`config.mk`:
```
export PLATFORM = sky130hd
export DESIGN_NAME = subleq_core
export DESIGN_NICKNAME = d
export VERILOG_FILES = /design/src/rtl/subleq_core_pkg.sv /design/src/rtl/subleq_mem_port.sv /design/src/rtl/subleq_core.sv
export SDC_FILE = /design/constraint.sdc
export NUM_CORES = 1
export LEC_CHECK = 0
export CORE_ASPECT_RATIO = 1.1
export CORE_MARGIN = 5
export CORE_UTILIZATION = 40
export CTS_BUF_LIST = sky130_fd_sc_hd__clkbuf_8
export DETAILED_ROUTE_END_ITERATION = 10
export GPL_TIMING_DRIVEN = 0
export PLACE_DENSITY = 0.64
export SYNTH_ARGS = -nofsm -noshare
export SYNTH_HDL_FRONTEND = slang
export SYNTH_HIERARCHICAL = 1
export SYNTH_SLANG_ARGS = --single-unit
```
`constraint.sdc`:
```
create_clock -name clk -period 2.44 [get_ports clk]
set_clock_uncertainty 0.15 [all_clocks]
set_input_delay 0.488 -clock clk [delete_from_list [all_inputs] [get_ports clk]]
set_output_delay 0.488 -clock clk [all_outputs]
set_load 0.02 [all_outputs]
```
`src/rtl/subleq_core_pkg.sv`:
```
// Shared word size, main-FSM states and memory-access sub-phases for the SUBLEQ core.
// Also holds the branch-condition helper used at retire.
package subleq_core_pkg;

    localparam int WORD_SIZE       = 8;
    localparam int CORE_STATE_BITS = 3;
    localparam int ACC_PHASE_BITS  = 2;

    typedef logic [WORD_SIZE-1:0] word_t;

    typedef enum logic [CORE_STATE_BITS-1:0] {
        CORE_IDLE    = 3'd0,
        CORE_FETCH_A = 3'd1,
        CORE_FETCH_B = 3'd2,
        CORE_FETCH_C = 3'd3,
        CORE_READ_A  = 3'd4,
        CORE_READ_B  = 3'd5,
        CORE_WRITE_B = 3'd6,
        CORE_RETIRE  = 3'd7
    } core_state_e;

    typedef enum logic [ACC_PHASE_BITS-1:0] {
        ACC_ISSUE    = 2'd0,
        ACC_WAIT_ACK = 2'd1,
        ACC_WAIT_REL = 2'd2
    } acc_phase_e;

    // Signed "less than or equal to zero" on a two's-complement word.
    function automatic logic is_leq(input word_t d);
        return (d == '0) || d[WORD_SIZE-1];
    endfunction

endpackage

```
`src/rtl/subleq_mem_port.sv`:
```
// Four-phase req/ack master for one memory access at a time.
// Drives registered qualifiers to memory, captures load data, and pulses done on release.
module subleq_mem_port
    import subleq_core_pkg::*;
(
    input  logic  clk,
    input  logic  areset,
    input  logic  start,
    input  logic  is_store,
    input  word_t addr,
    input  word_t wdata,
    output logic  done,
    output word_t rdata,
    output logic  mem_req,
    output logic  mem_load,
    output logic  mem_store,
    output word_t mem_addr,
    output word_t mem_wdata,
    input  word_t mem_rdata,
    input  logic  mem_ack
);

    acc_phase_e phase_q, phase_d;
    logic       req_q, req_d;
    logic       load_q, load_d;
    logic       store_q, store_d;
    word_t      addr_q, addr_d;
    word_t      wdata_q, wdata_d;
    word_t      rdata_q, rdata_d;

    always_ff @(posedge clk or negedge areset) begin
        if (!areset) begin
            phase_q <= ACC_ISSUE;
            req_q   <= 1'b0;
            load_q  <= 1'b0;
            store_q <= 1'b0;
            addr_q  <= '0;
            wdata_q <= '0;
            rdata_q <= '0;
        end else begin
            phase_q <= phase_d;
            req_q   <= req_d;
            load_q  <= load_d;
            store_q <= store_d;
            addr_q  <= addr_d;
            wdata_q <= wdata_d;
            rdata_q <= rdata_d;
        end
    end

    // Qualifiers stay up until ack falls so memory never sees them change mid-handshake.
    always_comb begin
        phase_d = phase_q;
        req_d   = req_q;
        load_d  = load_q;
        store_d = store_q;
        addr_d  = addr_q;
        wdata_d = wdata_q;
        rdata_d = rdata_q;
        done    = 1'b0;
        case (phase_q)
            ACC_ISSUE: begin
                if (start && !mem_ack) begin
                    req_d   = 1'b1;
                    load_d  = !is_store;
                    store_d = is_store;
                    addr_d  = addr;
                    wdata_d = wdata;
                    phase_d = ACC_WAIT_ACK;
                end
            end
            ACC_WAIT_ACK: begin
                if (mem_ack) begin
                    if (load_q) begin
                        rdata_d = mem_rdata;
                    end
                    req_d   = 1'b0;
                    phase_d = ACC_WAIT_REL;
                end
            end
            ACC_WAIT_REL: begin
                if (!mem_ack) begin
                    load_d  = 1'b0;
                    store_d = 1'b0;
                    done    = 1'b1;
                    phase_d = ACC_ISSUE;
                end
            end
            default: phase_d = ACC_ISSUE;
        endcase
    end

    assign rdata     = rdata_q;
    assign mem_req   = req_q;
    assign mem_load  = load_q;
    assign mem_store = store_q;
    assign mem_addr  = addr_q;
    assign mem_wdata = wdata_q;

endmodule

```
`src/rtl/subleq_core.sv`:
```
// SUBLEQ execution engine: fetch A,B,C; mem[B] -= mem[A]; branch to C when the result is <= 0.
// Sole master of the memory block through subleq_mem_port.
module subleq_core
    import subleq_core_pkg::*;
#(
    parameter word_t START_PC = '0,
    parameter int    CNT_BITS = 16
) (
    input  logic                clk,
    input  logic                areset,
    input  logic                run,
    output logic                mem_req,
    output logic                mem_load,
    output logic                mem_store,
    output word_t               mem_addr,
    output word_t               mem_wdata,
    input  word_t               mem_rdata,
    input  logic                mem_ack,
    output word_t               pc,
    output logic                halted,
    output logic [CNT_BITS-1:0] instr_count
);

    core_state_e         state_q, state_d;
    word_t               pc_q, pc_d;
    word_t               ra_q, ra_d;
    word_t               rb_q, rb_d;
    word_t               rc_q, rc_d;
    word_t               va_q, va_d;
    word_t               diff_q, diff_d;
    logic                halted_q, halted_d;
    logic [CNT_BITS-1:0] cnt_q, cnt_d;

    logic  acc_start;
    logic  acc_store;
    word_t acc_addr;
    logic  acc_done;
    word_t acc_rdata;

    subleq_mem_port u_port (
        .clk       (clk),
        .areset    (areset),
        .start     (acc_start),
        .is_store  (acc_store),
        .addr      (acc_addr),
        .wdata     (diff_q),
        .done      (acc_done),
        .rdata     (acc_rdata),
        .mem_req   (mem_req),
        .mem_load  (mem_load),
        .mem_store (mem_store),
        .mem_addr  (mem_addr),
        .mem_wdata (mem_wdata),
        .mem_rdata (mem_rdata),
        .mem_ack   (mem_ack)
    );

    always_ff @(posedge clk or negedge areset) begin
        if (!areset) begin
            state_q  <= CORE_IDLE;
            pc_q     <= START_PC;
            ra_q     <= '0;
            rb_q     <= '0;
            rc_q     <= '0;
            va_q     <= '0;
            diff_q   <= '0;
            halted_q <= 1'b0;
            cnt_q    <= '0;
        end else begin
            state_q  <= state_d;
            pc_q     <= pc_d;
            ra_q     <= ra_d;
            rb_q     <= rb_d;
            rc_q     <= rc_d;
            va_q     <= va_d;
            diff_q   <= diff_d;
            halted_q <= halted_d;
            cnt_q    <= cnt_d;
        end
    end

    // Each access state holds start/addr steady and advances on the port's done pulse.
    always_comb begin
        state_d   = state_q;
        pc_d      = pc_q;
        ra_d      = ra_q;
        rb_d      = rb_q;
        rc_d      = rc_q;
        va_d      = va_q;
        diff_d    = diff_q;
        halted_d  = halted_q;
        cnt_d     = cnt_q;
        acc_start = 1'b0;
        acc_store = 1'b0;
        acc_addr  = '0;
        case (state_q)
            CORE_IDLE: begin
                if (run && !halted_q) begin
                    state_d = CORE_FETCH_A;
                end
            end
            CORE_FETCH_A: begin
                acc_start = 1'b1;
                acc_addr  = pc_q;
                if (acc_done) begin
                    ra_d    = acc_rdata;
                    state_d = CORE_FETCH_B;
                end
            end
            CORE_FETCH_B: begin
                acc_start = 1'b1;
                acc_addr  = pc_q + word_t'(1);
                if (acc_done) begin
                    rb_d    = acc_rdata;
                    state_d = CORE_FETCH_C;
                end
            end
            CORE_FETCH_C: begin
                acc_start = 1'b1;
                acc_addr  = pc_q + word_t'(2);
                if (acc_done) begin
                    rc_d    = acc_rdata;
                    state_d = CORE_READ_A;
                end
            end
            CORE_READ_A: begin
                acc_start = 1'b1;
                acc_addr  = ra_q;
                if (acc_done) begin
                    va_d    = acc_rdata;
                    state_d = CORE_READ_B;
                end
            end
            CORE_READ_B: begin
                acc_start = 1'b1;
                acc_addr  = rb_q;
                if (acc_done) begin
                    diff_d  = acc_rdata - va_q;
                    state_d = CORE_WRITE_B;
                end
            end
            CORE_WRITE_B: begin
                acc_start = 1'b1;
                acc_store = 1'b1;
                acc_addr  = rb_q;
                if (acc_done) begin
                    state_d = CORE_RETIRE;
                end
            end
            CORE_RETIRE: begin
                if (is_leq(diff_q)) begin
                    pc_d = rc_q;
                    if (rc_q == pc_q) begin
                        halted_d = 1'b1;
                    end
                end else begin
                    pc_d = pc_q + word_t'(3);
                end
                if (cnt_q != '1) begin
                    cnt_d = cnt_q + CNT_BITS'(1);
                end
                state_d = CORE_IDLE;
            end
            default: state_d = CORE_IDLE;
        endcase
    end

    assign pc          = pc_q;
    assign halted      = halted_q;
    assign instr_count = cnt_q;

endmodule

```
==> results.json <==
{
  "viasPerCell": 5.57,
  "hold_path_class": "primary input to register",
  "io_pins": 56,
  "portBuffers": 54,
  "synthesis.nets": 513,
  "synth_ff_type": "dfrtp_1",
  "num_vias": 4029,
  "setup_slack_ns": 0.103,
  "pre_cts_ws_ns": -0.476,
  "numCtsBuffers": 9,
  "grt_pass1_vias": 3894,
  "status": "finished, final reports clean",
  "gp_congestion": 0.888,
  "peakVddDrop_mv": 0.385,
  "nNetsFinal": 583,
  "grt_overflow": 0,
  "power_frac_seq": 0.369,
  "drt-total-wl_um": 12400,
  "ys_ff_latch": 97,
  "p_int_mw": 4.34,
  "startpoint_type": "register",
  "row_count": 44,
  "fin_setup_tns_ns": 0,
  "critPathKind": "register to register",
  "yosysSeqAreaShare": 0.460,
  "syn_area_um2": 5280,
  "min_period_over_period": 0.958,
  "slew_violations": 0,
  "antenna_found_initial": 0,
  "timing.slew.headroom": 0.479,
  "area_growth_pct": 19.5,
  "antenna_left": 0,
  "wl_per_cell_um": 17.2,
  "synth_area_per_cell_um2": 10.8,
  "yosysUniqueCellTypes": 71,
  "cts-root-buf": "clkbuf_8",
  "fillers": 1197,
  "clk_latency_ns": 0.36,
  "grt_pass1_wl_um": 20800,
  "worstPathArrival_ns": 2.49,
  "design_area_um2": 6300,
  "cts_sinks": 97,
  "drt-initial-drc-count": 313,
  "fp.dieArea_um2": 15600,
  "worst_pin_slew_ns": 0.780,
  "p_sw_frac": 0.404,
  "num_antenna_cells": 0,
  "p_leak_nw": 2.78,
  "syn_inst": 487,
  "ys_warn_count": 6,
  "die_h_um": 130,
  "power_switching_mw": 2.95,
  "cts_tree": "built",
  "max_cap_violations": 0,
  "rsz0062_at_grt": "no",
  "cts_max_path_buffers": 2,
  "grtUsageTotal": 0.166,
  "clock_power_share": 0.148,
  "chipWidth_um": 119,
  "grt_max_degree": 61,
  "setup_viol": 0,
  "period_needed_ns": 2.34,
  "cp.required_ns": 2.59,
  "finish.utilization": 0.483,
  "p_per_area_nw_per_um2": 1160,
  "core-area_um2": 13000,
  "hpwl_um": 9260,
  "r2r_slack_ns": 0.10,
  "htreeDepth": 3,
  "drive_above_1_share": 0.181,
  "hold_viol": 0,
  "drc": 0,
  "synth-edff-count": 0,
  "async_flop_share": 1.00,
  "cp-end-kind": "register",
  "p_comb_frac": 0.484,
  "crit_fanout": 10,
  "fmax_mhz": 428,
  "start_util": 0.404,
  "place_area_um2": 6040,
  "first_pass_iters": 4,
  "clk_pin_slew_ns": 0.10
}
[layer usage]
layer	up-vias	GRT usage	routed length (µm)
li1	1920	-	-
met1	1967	0.228	5740
met2	123	0.264	5880
met3	19	0.0263	512
met4	0	0.0674	278
met5	-	0	0
[cells in the mapped netlist, types with 5 or more instances]
master     n  area [µm²]
dfrtp_1   97        2430
nand2_1   41         154
mux2_2    38         428
nand3_1   20         100
nor2_1    20        75.1
o21ai_0   19        95.1
xor2_1    17         149
a21oi_1   15        75.1
buf_2     14        70.1
ha_1      13         163
nor3_1    13        65.1
inv_1     12        45.0
o21ai_1   12        60.1
mux2i_1   10         100
mux2_4     9         135
clkbuf_1   8        30.0
nand2b_1   8        50.1
a211oi_1   7        52.6
mux2_1     7        78.8
nand4_1    6        37.5
nor2b_1    6        37.5
nor3b_1    6        45.0
xnor2_1    6        52.6
o211ai_1   5        37.5
o31ai_1    5        37.5
[cells in the final DEF (no fill, tap or decap), types with 4 or more instances in the layout]
master,synthesis,routed
nor2b_1,6,6
buf_2,14,12
nand3_1,20,20
a2bb2oi_1,4,4
mux2_4,9,9
clkbuf_1,8,6
nand4_1,6,6
nand2b_1,8,8
nand2_1,41,41
o31ai_1,5,5
buf_4,0,8
a211oi_1,7,7
mux2_2,38,38
ha_1,13,13
xnor2_1,6,6
o211ai_1,5,5
nor2_1,20,19
o21ai_0,19,19
nor3b_1,6,6
inv_1,12,13
o21ai_1,12,12
xor2_1,17,17
dfrtp_1,97,97
nor3_1,13,13
mux2i_1,10,10
clkbuf_8,0,10
a21oi_1,15,15
clkdlybuf4s50_1,0,53
mux2_1,7,7
[sequential cells by signal, indices dropped and copies added (netlist names), 3 cells and up]
signal            count
state_q               3
u_port/rdata          8
u_port/mem_wdata      8
instr_count          16
va_q                  8
u_port/mem_addr       8
pc                    8
diff_q                8
rc_q                  8
rb_q                  8
ra_q                  8
[power groups by stage]
stage                     sequential, mW  clock [mW]  combinational (mW)
after global placement              2.71           0                3.37
after CTS                           2.70        1.11                3.50
after detailed placement            2.73           0                3.45
after floorplan                     2.77           0                2.22
after global routing                2.78        1.17                3.87
final                               2.69        1.08                3.53
[worst max-delay path: stages (launching register included)]
cell      delay [ns]
dfrtp_1         0.39
buf_6           0.14
nor3b_1         0.23
buf_2           0.24
nand4b_1        0.23
buf_2           0.25
nor4b_1         0.41
a211oi_1        0.13
nand3_1         0.11
[cells by family after synthesis]
| group | share of synthesized area |
|---|---|
| DFF | 0.460 |
| AOI/OAI and AO/OA | 0.118 |
| and+or+nand+nor | 0.171 |
| muxes | 0.141 |
| adders and majority gates | 0.0346 |
| xor gates and xnor gates | 0.0382 |
| buffers and inverters | 0.0368 |
[worst paths after layout]
check | start | endpoint | cells past startpoint
min in group asynchronous | areset | u_port/phase_q[0] | 2
min | mem_ack | u_port/phase_q[0] | 2
max in group asynchronous | areset | rc_q[1] | 3
max | u_port/phase_q[0] | diff_q[5] | 8
min reg2reg | ra_q[6] | ra_q[6] | 1
max reg2reg | u_port/phase_q[0] | diff_q[5] | 8
[timing repair]
action | CTS | global route
endpoints found under the hold margin | 37 | 0
setup endpoints to repair | 18 | 18
hold buffers | 1 | 0
setup buffers | 3 | 2
pin swaps | 1 | 2
gates resized for setup | 4 | 5
[final cells by class]
cell class | count | area (µm²) | share of cell area
Timing Repair Buffer | 61 | 613 | 0.0973
Sequential cell | 97 | 2430 | 0.385
Clock inverter | 6 | 67.6 | 0.0107
Clock buffer | 10 | 138 | 0.0218
Tap cell | 161 | 201 | 0.0320
Buffer | 25 | 146 | 0.0232
Inverter | 13 | 48.8 | 0.00774
Multi-Input combinational cell | 350 | 2660 | 0.422
[stage by stage]
step,hold slack (ns),std cells,power [mW]
after floorplan,0.0424,487,4.99
after global placement,0.318,702,6.08
after global routing,0.289,723,7.81
after detailed placement,0.325,703,6.18
final,0.283,723,7.29
after CTS,0.265,721,7.31
Power figures use the tool's default switching activity.
